==> src/rtl/bitsel_pkg.sv <==
// bitsel_pkg: shared FSM type, defaults and helpers for the bit-select routing controller
package bitsel_pkg;
    localparam int DEFAULT_WIDTH = 4;
    typedef enum logic [1:0] {RUN = 2'd0, DRAIN = 2'd1, SWAP = 2'd2} state_t;
    function automatic int unsigned identity_sel(int unsigned i);
        return i;
    endfunction
endpackage

==> src/rtl/bitsel_route_dp.sv <==
// bitsel_route_dp: combinational per-lane bit-select mux driven by a flattened select vector
module bitsel_route_dp
    import bitsel_pkg::*;
#(
    parameter int WIDTH = DEFAULT_WIDTH,
    parameter int SELW = $clog2(WIDTH)
) (
    input  logic [WIDTH-1:0]      in_data,
    input  logic [WIDTH*SELW-1:0] sel,
    output logic [WIDTH-1:0]      out_data
);
    for (genvar i = 0; i < WIDTH; i++) begin : g_lane
        logic [SELW-1:0] s;
        assign s = sel[i*SELW +: SELW];
        // out-of-range sources only exist for non-power-of-2 widths and read as 0
        assign out_data[i] = (int'(s) < WIDTH) ? in_data[s] : 1'b0;
    end
endmodule

==> src/rtl/bitsel_route_ctrl.sv <==
// bitsel_route_ctrl: registered bit-select router with double-buffered selects and drain-before-swap commit
module bitsel_route_ctrl
    import bitsel_pkg::*;
#(
    parameter int WIDTH = DEFAULT_WIDTH,
    parameter int SELW = $clog2(WIDTH)
) (
    input  logic             CLK,
    input  logic             ASYNCRESETN,
    input  logic             in_valid,
    output logic             in_ready,
    input  logic [WIDTH-1:0] in_data,
    output logic             out_valid,
    input  logic             out_ready,
    output logic [WIDTH-1:0] out_data,
    input  logic             cfg_valid,
    output logic             cfg_ready,
    input  logic [SELW-1:0]  cfg_lane,
    input  logic [SELW-1:0]  cfg_src,
    input  logic             cfg_commit,
    output logic             commit_done,
    output logic             cfg_err,
    output logic             busy
);
    state_t state;
    logic [WIDTH*SELW-1:0] active, shadow, ident;
    logic [WIDTH-1:0] routed;
    logic accept, cfg_wr, cfg_legal;
    always_comb begin
        ident = '0;
        for (int i = 0; i < WIDTH; i++) ident[i*SELW +: SELW] = SELW'(identity_sel(i));
    end
    assign in_ready  = (state == RUN) && (!out_valid || out_ready);
    assign cfg_ready = (state == RUN);
    assign busy      = (state != RUN);
    assign accept    = in_valid && in_ready;
    assign cfg_wr    = cfg_valid && cfg_ready;
    assign cfg_legal = (int'(cfg_lane) < WIDTH) && (int'(cfg_src) < WIDTH);
    bitsel_route_dp #(.WIDTH(WIDTH), .SELW(SELW)) u_dp (
        .in_data (in_data),
        .sel     (active),
        .out_data(routed)
    );
    always_ff @(posedge CLK or negedge ASYNCRESETN) begin
        if (!ASYNCRESETN) begin
            state       <= RUN;
            active      <= ident;
            shadow      <= ident;
            out_valid   <= 1'b0;
            out_data    <= '0;
            commit_done <= 1'b0;
            cfg_err     <= 1'b0;
        end else begin
            commit_done <= (state == SWAP);
            if (accept) begin
                out_valid <= 1'b1;
                out_data  <= routed;
            end else if (out_ready) begin
                out_valid <= 1'b0;
            end
            if (cfg_wr && cfg_legal) shadow[cfg_lane*SELW +: SELW] <= cfg_src;
            if (cfg_wr && !cfg_legal) cfg_err <= 1'b1;
            // the swap only happens once the output register is empty or emptying
            case (state)
                RUN:     if (cfg_commit) state <= DRAIN;
                DRAIN:   if (!out_valid || out_ready) state <= SWAP;
                SWAP:    begin
                    active <= shadow;
                    state  <= RUN;
                end
                default: state <= RUN;
            endcase
        end
    end
endmodule

==> config.mk <==
export PLATFORM = sky130hd
export DESIGN_NAME = bitsel_route_ctrl
export DESIGN_NICKNAME = d
export VERILOG_FILES = /design/src/rtl/bitsel_pkg.sv /design/src/rtl/bitsel_route_dp.sv /design/src/rtl/bitsel_route_ctrl.sv
export SDC_FILE = /design/constraint.sdc
export NUM_CORES = 1
export LEC_CHECK = 0
export ABC_CLOCK_PERIOD_IN_PS = 1400
export CAP_MARGIN = 15
export CORE_MARGIN = 3
export CORE_UTILIZATION = 45
export CTS_CLUSTER_SIZE = 24
export DETAILED_ROUTE_END_ITERATION = 7
export PLACE_DENSITY = 0.74
export SLEW_MARGIN = 30
export SYNTH_ARGS = -nofsm -noshare
export SYNTH_HDL_FRONTEND = slang
export SYNTH_SLANG_ARGS = --single-unit
==> constraint.sdc <==
create_clock -name CLK -period 1.4 [get_ports CLK]
set_clock_uncertainty 0.15 [all_clocks]
set_input_delay 0.21 -clock CLK [delete_from_list [all_inputs] [get_ports CLK]]
set_output_delay 0.21 -clock CLK [all_outputs]
set_load 0.05 [all_outputs]
After elaboration in Yosys (flattened, before gate mapping)
Cells that the tools add are included.

Add/sub/neg operators: 1. Order comparisons: 4. Equality and inequality tests: 4. Shift-type cells: 2. Muxes and demuxes: 14. Reductions and logical operators: 9.

Operators by type and width (number): $neg 3->34 (1); $shift 2x34->8 const A (1); $shiftx 2x34->8 (1); $lt 2x3->1 const B (4); $bmux 1 s2 (4); $bwmux 8 (1); $mux 1 (6); $mux 2 (2); $pmux 2 s2 (1); $reduce_bool 2->1 (2); $logic_and 1x1->1 (3); $eq 2x1->1 const B (1); $eq 2x2->1 const B (1); $logic_not 2->1 (1); $ne 2x1->1 const B (1); $ne 2x2->1 const B (1); $reduce_and 2->1 (1); $logic_not 1->1 (1); $logic_or 1x1->1 (1).

Register bits after elaboration: 24. Input port bits: 14. Output and inout bits: 10. Word-level logic and storage cells: 40.

Logic depth before layout (Yosys ltp)
Gate-level depths: netlist of run 1.

Depth after elaboration: 5. Depth in mapped cells: 5. Mapped depth without buffers: 5.

Hierarchy
Synthesis of run 1 repeated with hierarchy kept, for this count alone.

Cells, all modules: 86. Area total of the unflattened synthesis: 1204.9 um^2.

By module, submodules not included: bitsel_route_ctrl (times used 1, cells each 82, area an instance 1114.8 um^2, sequential area each 610.6 um^2); bitsel_route_dp (times used 1, cells each 4, area an instance 90.1 um^2, sequential area each 0.0 um^2).

Worst setup path before layout of run 1
OpenSTA, ideal clock, no wires.

Path kind: flip-flop to output port. From: register state[0]. To: output port in_ready. Arrival: 1.861 ns. Setup slack: -0.821 ns. Stages on the path, launching flop included: 4. Path buffers: 0. Cells stage by stage: dfrtp_1 -> nor2_4 -> inv_1 -> nor2_1.

Longest elaborated chain between the ends: 2.

RTL lines: start: declaration (line bitsel_route_ctrl.sv:25) `state_t state;`; start signal: assignment (line bitsel_route_ctrl.sv:46) `state <= RUN;`; start signal: assignment (line bitsel_route_ctrl.sv:65) `RUN: if (cfg_commit) state <= DRAIN;`; start signal: assignment (line bitsel_route_ctrl.sv:66) `DRAIN: if (!out_valid || out_ready) state <= SWAP;`; $logic_not 2->1; named net cfg_ready (line bitsel_route_ctrl.sv:17) `output logic cfg_ready,`; $logic_and 1x1->1 (line bitsel_route_ctrl.sv:33) `assign in_ready = (state == RUN) && (!out_valid || out_ready);`; end: declaration (line bitsel_route_ctrl.sv:11) `output logic in_ready,`.

The timed path passes the listed nets, and every way through them passes these cells.

Worst setup path in the final report of run 1
From: register state[0]. To: output port busy.

Longest elaborated chain between the ends: 1.

RTL lines: $reduce_bool 2->1 (line bitsel_route_ctrl.sv:35) `assign busy = (state != RUN);`; end: declaration (line bitsel_route_ctrl.sv:23) `output logic busy`.

No other way between the ends.

==> Flow_metrics.wiki, run 1 <==
{| class="wikitable"
! Metric !! Value
|-
| Number of different library cells in the post-synthesis netlist || 23
|-
| Number of top-level design ports || 24
|-
| Combined global-route utilization of all metal layers || 0.174
|-
| Top cells by count, synth || sky130_fd_sc_hd__dfrtp_1, sky130_fd_sc_hd__mux2_2, sky130_fd_sc_hd__dfstp_2
|-
| Register Area || between 600 and 700 µm²
|-
| Post-synth EDFFs || 0
|-
| Violations in the final reports || setup timing
|-
| Largest net degree at the start of global routing || 25
|-
| Layout Utilization || 0.735
|-
| Result of the run || complete, but fails checks
|-
| Global-route wire length before repair || 4.30 mm
|-
| Category of the worst setup path launch point || register
|-
| Met3 Usage GRT || 0.0312
|-
| Part of the cycle the worst path needs || 1.14
|-
| Minimum setup slack after placement || -582 ps
|-
| Floorplan die area || 3340 µm²
|-
| CP Capture Type || output pin
|-
| Number of fill cells in the layout || around 180
|-
| Width of the die || 57.8 µm
|-
| Maximum vdd drop || 1.81 mV
|-
| Post-synth ARST share || 1.00
|-
| Maximum fanout encountered on the critical timing path || 3
|-
| Die H || slightly below 60 µm
|-
| Proportion of power drawn by combinational gates || 0.599
|-
| TritonCTS Sinks || 24
|-
| Instance area at placement || about 1700 µm²
|-
| Critical path class || reg2out
|-
| Combined area of all synthesized cells || 1210 µm²
|-
| Minimum hold slack || 72.7 ps
|-
| Total iterations of the first detailed-routing run || 4
|-
| Global-route met2 utilization || 0.297
|-
| Sequential share of power || 0.309
|-
| Starting DRC count in detailed routing || 12
|-
| Yosys top cell area share || 0.332
|-
| Number of nets in the layout || 149
|-
| Latest clock arrival within the worst-skew pair || 310 ps
|-
| Data required time at the worst endpoint || 1040 ps
|-
| Initial antenna violation count || 0
|-
| FF-to-FF Start || active[6]
|-
| Launching instance or port of the critical path || state[0]
|-
| Switching share of total power || 0.380
|-
| Post-route non-filler standard cell count || between 150 and 200
|-
| Std cell rows || 18
|-
| Leakage power of the design || about 0.82 nW
|-
| CTS tree || built
|-
| Vias in the first global route || between 900 and 1k
|-
| DP Cell Count || ~150
|-
| Detailed-route DRC error count || 0
|-
| Total chip power || 3.97 mW
|-
| Max Cap Violations || 0
|-
| Met1 global-route usage || 0.210
|-
| Vias after detailed routing || 827
|-
| Switching power || 1.51 mW
|-
| Weighted congestion reported at the end of routability-driven placement || around 0.8
|-
| Fraction of layout instances using a drive strength above 1 || 0.597
|-
| Routed wire per std cell || about 16 µm
|-
| Internal cell power || 2.46 mW
|-
| Port Buf Inserts || 22
|-
| Maximum buffer depth of the clock tree || 2
|-
| Dominant cell by count in the synthesized netlist || sky130_fd_sc_hd__dfrtp_1
|-
| Area added between synthesis and finish || 53.5%
|-
| Number of pins exceeding their max-slew limit in the final report || 0
|-
| Number of warnings printed during yosys synthesis || 0
|-
| Design area || about 1900 µm²
|-
| Number of antenna diodes || 0
|-
| Detailed-route wire length || 2.60 mm
|-
| Area used by multi-input combinational logic || 688 µm²
|-
| Primary flip-flop cell chosen by synthesis mapping || sky130_fd_sc_hd__dfrtp_1
|-
| RSZ-0062 raised after global routing || yes
|-
| Share of synthesized area occupied by flip-flops and latches || 0.506
|-
| Global route total overflow || 0
|-
| Final number of hold-violating endpoints || 0
|-
| Min Tclk post-route || 1600 ps
|-
| Highest achievable clock rate || 625 MHz
|-
| Count of hold-fix buffers inserted at cts || 0
|-
| Min setup slack post-route || -199 ps
|-
| Final number of setup-violating endpoints || 19
|-
| Total core area || 2520 µm²
|-
| Ranking of synthesized cells by area || sky130_fd_sc_hd__dfrtp_1, sky130_fd_sc_hd__dfstp_2, sky130_fd_sc_hd__mux2_2
|-
| Maximum level of the CTS H-tree || 1
|-
| Mean instance size in the synthesized netlist || 13.9 µm²
|-
| Antenna-violating nets left || 0
|-
| Leading area contributor after synthesis || sky130_fd_sc_hd__dfrtp_1
|-
| Post-DP HPWL || 1.77 mm
|-
| Synthesized net count || 106
|-
| Clock-pin slew of the registers on the worst-case setup and hold paths || approximately 130 ps
|-
| Power density of the placed cells || 2140 nW/µm²
|-
| Detail-routed via count per cell || 5.20
|-
| Worst Path Arrival || between 1000 and 1500 ps
|-
| Initial Util || 0.479
|-
| Type of the worst min-delay path || in2async
|-
| Number of synthesized register bits || 24
|-
| Total negative slack for setup checks || -1480 ps
|-
| Routing layer with the top usage in global route || met2
|-
| Number of instances in the synthesized netlist || 87
|-
| Fraction of power consumed by the clock network || 0.092
|-
| Root Buffer Master || sky130_fd_sc_hd__clkbuf_4
|-
| Total CTS buffers || 3
|}
## sequential cells by signal, summed over array words and instances (netlist names)
register,count
state,2
shadow,8
out_data,4
commit_done,1
out_valid,1
active,8
## worst max-delay path: stages, from the launching register on
cell                      delay, ps
sky130_fd_sc_hd__dfrtp_1        440
sky130_fd_sc_hd__nor2_4         160
sky130_fd_sc_hd__inv_2           80
sky130_fd_sc_hd__buf_6          120
sky130_fd_sc_hd__buf_12         130
## power by group through the flow
stage               clock (mW)  combinational (mW)  sequential [mW]
floorplan                    0               0.856             1.47
finish                   0.365                2.38             1.23
CTS                      0.368                2.29             1.22
global route             0.404                2.49             1.26
detailed placement           0                2.05             1.25
global placement             0                2.01             1.24
## layer usage
metal / share of wire / wire length (µm)
met3: 0.046 / 119
met1: 0.40 / 1040
met4: 0.033 / 85
met2: 0.52 / 1360
met5: 0 / 0
## cell families after synthesis
logic type | share of synthesized area
other | 0.00311
buffers and inverters | 0.0280
multiplexers | 0.261
AO/OA/AOI/OAI | 0.0145
AND/OR/NAND/NOR | 0.136
flip-flops | 0.506
adder cells (fa/ha/maj) | 0.0518
## area by class of cell
type | count | area share
multi-input cells | 56 | 0.371
flip-flops and latches | 24 | 0.330
repair buffers | 40 | 0.249
well taps | 30 | 0.0203
clock buffers | 4 | 0.0196
inverters | 5 | 0.0101
## path summary, 6_finish.rpt
check / slack [ps] / depth (start not counted) / endpoint
max: -200 / 4 / busy
min: 70 / 2 / state[0]
max reg2reg: -170 / 2 / out_data[3]
min reg2reg: 330 / 2 / shadow[5]
max in group asynchronous: 800 / 2 / shadow[2]
min in group CLK: 320 / 3 / shadow[5]
## cells in the final DEF (no fill, tap or decap), types with 2 or more instances in the layout
| cell type | synthesis | final |
|---|---|---|
| sky130_fd_sc_hd__and3_4 | 2 | 3 |
| sky130_fd_sc_hd__buf_12 | 0 | 9 |
| sky130_fd_sc_hd__buf_4 | 2 | 14 |
| sky130_fd_sc_hd__buf_6 | 0 | 3 |
| sky130_fd_sc_hd__clkbuf_4 | 0 | 3 |
| sky130_fd_sc_hd__clkdlybuf4s50_1 | 0 | 11 |
| sky130_fd_sc_hd__dfrtp_1 | 16 | 16 |
| sky130_fd_sc_hd__dfstp_2 | 8 | 8 |
| sky130_fd_sc_hd__dlygate4sd2_1 | 0 | 2 |
| sky130_fd_sc_hd__ha_1 | 5 | 3 |
| sky130_fd_sc_hd__ha_4 | 0 | 2 |
| sky130_fd_sc_hd__inv_1 | 5 | 2 |
| sky130_fd_sc_hd__inv_2 | 0 | 3 |
| sky130_fd_sc_hd__mux2_2 | 12 | 11 |
| sky130_fd_sc_hd__mux2_4 | 4 | 5 |
| sky130_fd_sc_hd__mux2i_1 | 3 | 3 |
| sky130_fd_sc_hd__mux4_2 | 4 | 4 |
| sky130_fd_sc_hd__nand2_1 | 7 | 7 |
| sky130_fd_sc_hd__nand2b_1 | 2 | 2 |
| sky130_fd_sc_hd__nor2_1 | 4 | 3 |
| sky130_fd_sc_hd__nor2_4 | 1 | 2 |
| sky130_fd_sc_hd__nor2b_4 | 0 | 2 |
| sky130_fd_sc_hd__o41ai_2 | 0 | 2 |
## timing repair
action / CTS / global route
buffers inserted: 4 / 0
endpoints found under the hold margin: 0 / 0
cloned: 0 / 1
pin swaps: 7 / 2
resized for setup: 21 / 8
endpoints found under the setup margin: 15 / 23
(Power assumes the default switching activity.)
==> run 2, diff against run 1 <==
- ABC_CLOCK_PERIOD_IN_PS: 1400 -> 1700
- CORE_UTILIZATION: 45 -> 50
- PLACE_DENSITY: 0.74 -> 0.78
- SLEW_MARGIN: 30 -> 20
- clock period: 1.4 -> 1.7 ns (I/O delays scaled with it)
==> Flow_metrics.wiki, run 2 (synthesized netlist as in run 1, its figures left out) <==
{| class="wikitable"
! Metric !! Value
|-
| Global route total overflow || 0 (unchanged)
|-
| Type of the worst min-delay path || in2async
|-
| Category of the worst setup path launch point || primary input
|-
| Latest clock arrival within the worst-skew pair || 310 ps (about the same)
|-
| Vias after detailed routing || 772 (-6.7%)
|-
| Highest achievable clock rate || 594 MHz
|-
| Sequential share of power || 0.342 (+0.033)
|-
| Min Tclk post-route || 1680 ps
|-
| Die H || 55.1 µm (-4.6%)
|-
| Number of pins exceeding their max-slew limit in the final report || 0 (unchanged)
|-
| Biggest regs || active x8, shadow x8, out_data x4
|-
| Initial antenna violation count || 0 (unchanged)
|-
| CTS tree || built
|-
| Area added between synthesis and finish || 35.4%
|-
| Width of the die || 55.1 µm (-4.6%)
|-
| Maximum buffer depth of the clock tree || 2 (unchanged)
|-
| Total core area || 2250 µm² (-11%)
|-
| Total chip power || 2.90 mW (-27%)
|-
| Post-DP HPWL || 1.66 mm (-6.0%)
|-
| Port Buf Inserts || 22 (unchanged)
|-
| Internal cell power || 1.79 mW (-28%)
|-
| Detail-routed via count per cell || 5.15 (-1.0%)
|-
| Final number of hold-violating endpoints || 0 (unchanged)
|-
| Fraction of power consumed by the clock network || 0.139 (+0.047)
|-
| Launching instance or port of the critical path || cfg_lane[0]
|-
| FF-to-FF Start || active[2]
|-
| Maximum fanout encountered on the critical timing path || 5 (+2)
|-
| TritonCTS Sinks || 24 (unchanged)
|-
| Weighted congestion reported at the end of routability-driven placement || 0.858 (+8.4%)
|-
| Routed wire per std cell || 15.2 µm (-7.2%)
|-
| Count of hold-fix buffers inserted at cts || 0 (unchanged)
|-
| Minimum setup slack after placement || -314 ps (+268 ps)
|-
| Total iterations of the first detailed-routing run || 3 (-1)
|-
| Number of antenna diodes || 0 (unchanged)
|-
| Std cell rows || 17 (-1)
|-
| Result of the run || completed
|-
| Floorplan die area || 3040 µm² (-9.0%)
|-
| Leakage power of the design || 0.731 nW (-11%)
|-
| Commonest non-fill, non-tap cells in the layout || sky130_fd_sc_hd__buf_4, sky130_fd_sc_hd__dfrtp_1, sky130_fd_sc_hd__clkdlybuf4s50_1
|-
| Combined global-route utilization of all metal layers || 0.168 (-0.00641)
|-
| Number of nets in the layout || 142 (-4.7%)
|-
| Most common cell after layout, fill and taps aside || sky130_fd_sc_hd__buf_4
|-
| Antenna-violating nets left || 0 (unchanged)
|-
| Switching share of total power || 0.384 (+0.00405)
|-
| Max Cap Violations || 0 (unchanged)
|-
| Critical path class || in2reg
|-
| Detailed-route DRC error count || 0 (unchanged)
|-
| RSZ-0062 raised after global routing || yes
|-
| Fraction of layout instances using a drive strength above 1 || 0.525 (-0.0723)
|-
| Number of fill cells in the layout || 170 (-2.9%)
|-
| Clock-pin slew of the registers on the worst-case setup and hold paths || 130 ps (about the same)
|-
| Root Buffer Master || sky130_fd_sc_hd__clkbuf_4
|-
| Maximum vdd drop || 1.53 mV (-15%)
|-
| Vias in the first global route || 796 (-14%)
|-
| Worst Path Arrival || 1790 ps (+550 ps)
|-
| Proportion of power drawn by combinational gates || 0.519 (-0.080)
|-
| CP Capture Type || register
|-
| Part of the cycle the worst path needs || 0.991
|-
| Detailed-route wire length || 2.28 mm (-12%)
|-
| Initial Util || 0.536 (+0.0568)
|-
| Min setup slack post-route || 16.0 ps (+215 ps)
|-
| Data required time at the worst endpoint || 1800 ps (+760 ps)
|-
| Number of top-level design ports || 24 (unchanged)
|-
| Starting DRC count in detailed routing || 4 (-8)
|-
| Switching power || 1.11 mW (-26%)
|-
| Final number of setup-violating endpoints || 0 (-19)
|-
| Global-route wire length before repair || 3.51 mm (-18%)
|-
| Power density of the placed cells || 1770 nW/µm² (-17%)
|-
| Maximum level of the CTS H-tree || 1 (unchanged)
|-
| Total CTS buffers || 3 (unchanged)
|-
| Largest net degree at the start of global routing || 25 (unchanged)
|}
-- run 2: cell count changes in the layout (fill, tap and decap cells not counted), moves of 2 or more --
cell / change
sky130_fd_sc_hd__buf_4: +3
sky130_fd_sc_hd__nor2b_4: -2
sky130_fd_sc_hd__buf_12: -6
sky130_fd_sc_hd__clkdlybuf4s50_1: +2
sky130_fd_sc_hd__dlygate4sd2_1: -2
sky130_fd_sc_hd__ha_4: -2
sky130_fd_sc_hd__inv_1: +2
sky130_fd_sc_hd__dfrtp_2: +2
sky130_fd_sc_hd__ha_1: +2
sky130_fd_sc_hd__dfrtp_1: -2
sky130_fd_sc_hd__buf_6: -3
sky130_fd_sc_hd__inv_2: -2
sky130_fd_sc_hd__nor2b_1: +2
-- run 2: per-stage QoR --
stage                      util  setup TNS [ps]  hold WS, ps  instances  instance area, µm²
after global placement    0.685           -1420          312        145                1550
after floorplan               -            -216         -191         87                1210
final                     0.725               0          146        150                1640
after CTS                 0.712               0          143        150                1610
after detailed placement  0.685           -2020          312        145                1550
after global routing      0.725           -94.0          147        150                1640
-- run 2: layout make-up --
cell class              instances  area (µm²)  area share
repair buffers                 33         318       0.194
clock inverters                 1        30.0      0.0184
multi-input cells              56         598       0.366
clock buffers                   3        22.5      0.0138
well taps                      28        35.0      0.0214
inverters                       5        18.8      0.0115
flip-flops and latches         24         613       0.375
-- run 2: final timing paths --
kind / slack (ps) / cells past startpoint / end
setup / recovery: 20 / 5 / shadow[0]
hold / removal: 150 / 2 / active[3]
setup reg to reg: 110 / 2 / out_data[1]
hold reg to reg: 340 / 2 / shadow[5]
max in group asynchronous: 970 / 2 / shadow[6]
min in group CLK: 340 / 2 / shadow[5]
-- run 2: routing by layer --
| metal | track usage | vias to the layer above | wire length [µm] | part of all wire |
|---|---|---|---|---|
| met1 | 0.187 | 375 | 921 | 0.40 |
| met5 | 0 | - | 0 | 0 |
| met3 | 0.0322 | 2 | 96 | 0.042 |
| li1 | - | 377 | - | - |
| met2 | 0.313 | 18 | 1240 | 0.54 |
| met4 | 0.0607 | 0 | 19 | 0.0083 |
-- run 2: power by group through the flow --
stage                     Clock [mW]  Sequential [mW]  Combinational [mW]
after global routing           0.441             1.02                1.59
after CTS                      0.411            0.990                1.50
final                          0.402            0.992                1.51
after global placement             0            0.984                1.43
after floorplan                    0             1.21               0.705
after detailed placement           0             1.00                1.46
-- run 2: worst max-delay path, stage by stage --
cell and delay (ps):
sky130_fd_sc_hd__clkdlybuf4s50_1 480, sky130_fd_sc_hd__inv_1 70, sky130_fd_sc_hd__ha_1 380, sky130_fd_sc_hd__nor4bb_2 390, sky130_fd_sc_hd__mux2_4 210
-- run 2: what timing repair did --
action,4_1_cts,5_1_grt
setup buffers,1,0
cloned,0,0
resized for setup,0,7
endpoints found under the setup margin,2,6
hold endpoints to repair,0,0
pin swaps,1,0
==> run 3, diff against run 2 <==
- CELL_PAD_IN_SITES_DETAIL_PLACEMENT: not set -> 1
- CELL_PAD_IN_SITES_GLOBAL_PLACEMENT: not set -> 2
- CORE_UTILIZATION: 50 -> 34
- PLACE_DENSITY: 0.78 -> not set
- PLACE_DENSITY_LB_ADDON: not set -> 0.1
==> Flow_metrics.wiki, run 3 (synthesized netlist as in run 1, its figures left out) <==
{| class="wikitable"
! Metric !! Value
|-
| Port Buf Inserts || 22 (unchanged)
|-
| Highest achievable clock rate || 604 MHz (+1.6%)
|-
| Reg-to-reg slack, setup || 150 ps (+40 ps)
|-
| Met3 Usage GRT || 0.0222 (-0.00995)
|-
| Min Tclk post-route || 1660 ps (-27.2 ps)
|-
| Routed wire per std cell || 14.7 µm (-3.1%)
|-
| Max Cap Violations || 0 (unchanged)
|-
| Leakage power of the design || 0.725 nW (-0.89%)
|-
| Global route total overflow || 0 (unchanged)
|-
| TritonCTS Sinks || 24 (unchanged)
|-
| Category of the worst setup path launch point || primary input
|-
| Result of the run || completed
|-
| Fraction of layout instances using a drive strength above 1 || 0.508 (-0.0165)
|-
| Number of antenna diodes || 0 (unchanged)
|-
| CP Capture Type || register
|-
| Type of the worst min-delay path || in2async
|-
| Register Area || 613 µm² (unchanged)
|-
| Root Buffer Master || sky130_fd_sc_hd__clkbuf_4
|-
| Biggest regs || active x8, shadow x8, out_data x4
|-
| Worst-path cell chain || clkdlybuf4s50_1 -> inv_1 -> ha_1 -> buf_4 -> o41ai_1
|-
| Maximum level of the CTS H-tree || 1 (unchanged)
|-
| Post-DP HPWL || 1.91 mm (+15%)
|-
| Initial antenna violation count || 0 (unchanged)
|-
| Global-route wire length before repair || 4.20 mm (+20%)
|-
| Vias after detailed routing || 776 (+0.52%)
|-
| Total negative slack for setup checks || 0 ps (unchanged)
|-
| Buffers and inverters on the worst path || 3 (+1)
|-
| Vias in the first global route || 878 (+10%)
|-
| Global-route met2 utilization || 0.226 (-0.0867)
|-
| Most common cell after layout, fill and taps aside || sky130_fd_sc_hd__buf_4
|-
| Maximum buffer depth of the clock tree || 2 (unchanged)
|-
| Met1 global-route usage || 0.161 (-0.0264)
|-
| Weighted congestion reported at the end of routability-driven placement || 0.707 (-18%)
|-
| Number of nets in the layout || 144 (+1.4%)
|-
| Total iterations of the first detailed-routing run || 2 (-1)
|-
| Width of the die || 65.6 µm (+19%)
|-
| Clock-pin slew of the registers on the worst-case setup and hold paths || 130 ps (about the same)
|-
| Area added between synthesis and finish || 35.4% (unchanged)
|-
| Floorplan die area || 4300 µm² (+41%)
|-
| Crit-path max cell delay || 480 ps (about the same)
|-
| Final number of setup-violating endpoints || 0 (unchanged)
|-
| Slowest library cell on the worst path || sky130_fd_sc_hd__clkdlybuf4s50_1
|-
| Number of fill cells in the layout || 359 (+110%)
|-
| Family with the most delay on the worst path || buffers and inverters
|-
| Detailed-route wire length || 2.50 mm (+9.8%)
|-
| Combined global-route utilization of all metal layers || 0.129 (-0.0388)
|-
| Detailed-route DRC error count || 0 (unchanged)
|-
| Number of pins exceeding their max-slew limit in the final report || 0 (unchanged)
|-
| Total core area || 3390 µm² (+50%)
|-
| Part of the cycle the worst path needs || 0.975 (-0.0160)
|-
| Initial Util || 0.356 (-0.179)
|-
| Final number of hold-violating endpoints || 0 (unchanged)
|-
| Area used by multi-input combinational logic || 586 µm² (-2.1%)
|-
| Maximum vdd drop || 0.979 mV (-36%)
|-
| Largest net degree at the start of global routing || 25 (unchanged)
|-
| Maximum fanout encountered on the critical timing path || 5 (unchanged)
|-
| Routing layer with the top usage in global route || met2
|-
| Minimum hold slack || 134 ps (-11.9 ps)
|-
| Data required time at the worst endpoint || 1750 ps (-50 ps)
|-
| Critical path class || in2reg
|-
| Std cell rows || 21 (+4)
|-
| Antenna-violating nets left || 0 (unchanged)
|-
| Commonest non-fill, non-tap cells in the layout || sky130_fd_sc_hd__buf_4, sky130_fd_sc_hd__dfrtp_1, sky130_fd_sc_hd__clkdlybuf4s50_1
|-
| Detail-routed via count per cell || 4.56 (-11%)
|-
| Total CTS buffers || 3 (unchanged)
|-
| Number of top-level design ports || 24 (unchanged)
|-
| Die H || 65.6 µm (+19%)
|-
| Count of hold-fix buffers inserted at cts || 0 (unchanged)
|-
| CTS tree || built
|-
| Starting DRC count in detailed routing || 21 (+17)
|-
| Power density of the placed cells || 1700 nW/µm² (-4.4%)
|-
| Latest clock arrival within the worst-skew pair || 300 ps (about the same)
|-
| Worst Path Arrival || 1710 ps (-80 ps)
|}
run 3: cell count changes in the layout (fill, tap and decap cells not counted), sizes merged:
cell,change
buf,+2
bufinv,-1
clkbuf,+1
run 3: worst register-to-register path, stage by stage, from the launching register on:
cell and delay (ps):
sky130_fd_sc_hd__dfstp_2 560, sky130_fd_sc_hd__mux4_2 480, sky130_fd_sc_hd__mux2_2 260
run 3: where the power goes:
group | internal (mW) | switching [mW]
Sequential | 0.836 | 0.141
Combinational | 0.702 | 0.800
Clock | 0.131 | 0.162
Total | 1.67 | 1.10
run 3: through the flow:
| stage | std cells | setup slack [ps] | util | instance area (µm²) | power (mW) |
|---|---|---|---|---|---|
| after floorplan | 87 | -216 | - | 1210 | 1.92 |
| after global placement | 163 | -236 | 0.459 | 1560 | 2.38 |
| after detailed placement | 163 | -322 | 0.459 | 1560 | 2.42 |
| after CTS | 169 | 18.6 | 0.478 | 1620 | 2.79 |
| after global routing | 170 | -13.6 | 0.482 | 1640 | 2.95 |
| final | 170 | 43.2 | 0.482 | 1640 | 2.77 |
run 3: final cells by class:
class | instances | share of cell area
clock buffers | 4 | 0.0222
repair buffers | 35 | 0.198
well taps | 46 | 0.0352
inverters | 5 | 0.0115
flip-flops and latches | 24 | 0.375
multi-input cells | 56 | 0.358
run 3: final timing paths:
kind,start,endpoint,depth (start not counted)
worst max register to register,active[2],out_data[1],2
worst min-delay path,ASYNCRESETN,out_valid,2
min in group CLK,shadow[6],shadow[6],2
worst max-delay path,cfg_lane[0],shadow[7],5
worst min register to register,shadow[6],shadow[6],2
max in group asynchronous,ASYNCRESETN,active[6],2
run 3: timing repair:
| item | 4_1_cts | 5_1_grt |
|---|---|---|
| pin swaps | 1 | 0 |
| gates resized for setup | 4 | 2 |
| endpoints found under the setup margin | 3 | 2 |
| endpoints found under the hold margin | 0 | 0 |
| setup buffers | 2 | 1 |
run 3: metal layers:
layer / vias to the layer above / wire [µm]
met5: - / 0
met1: 377 / 1070
met4: 0 / 15
li1: 381 / -
met3: 2 / 79
met2: 16 / 1340
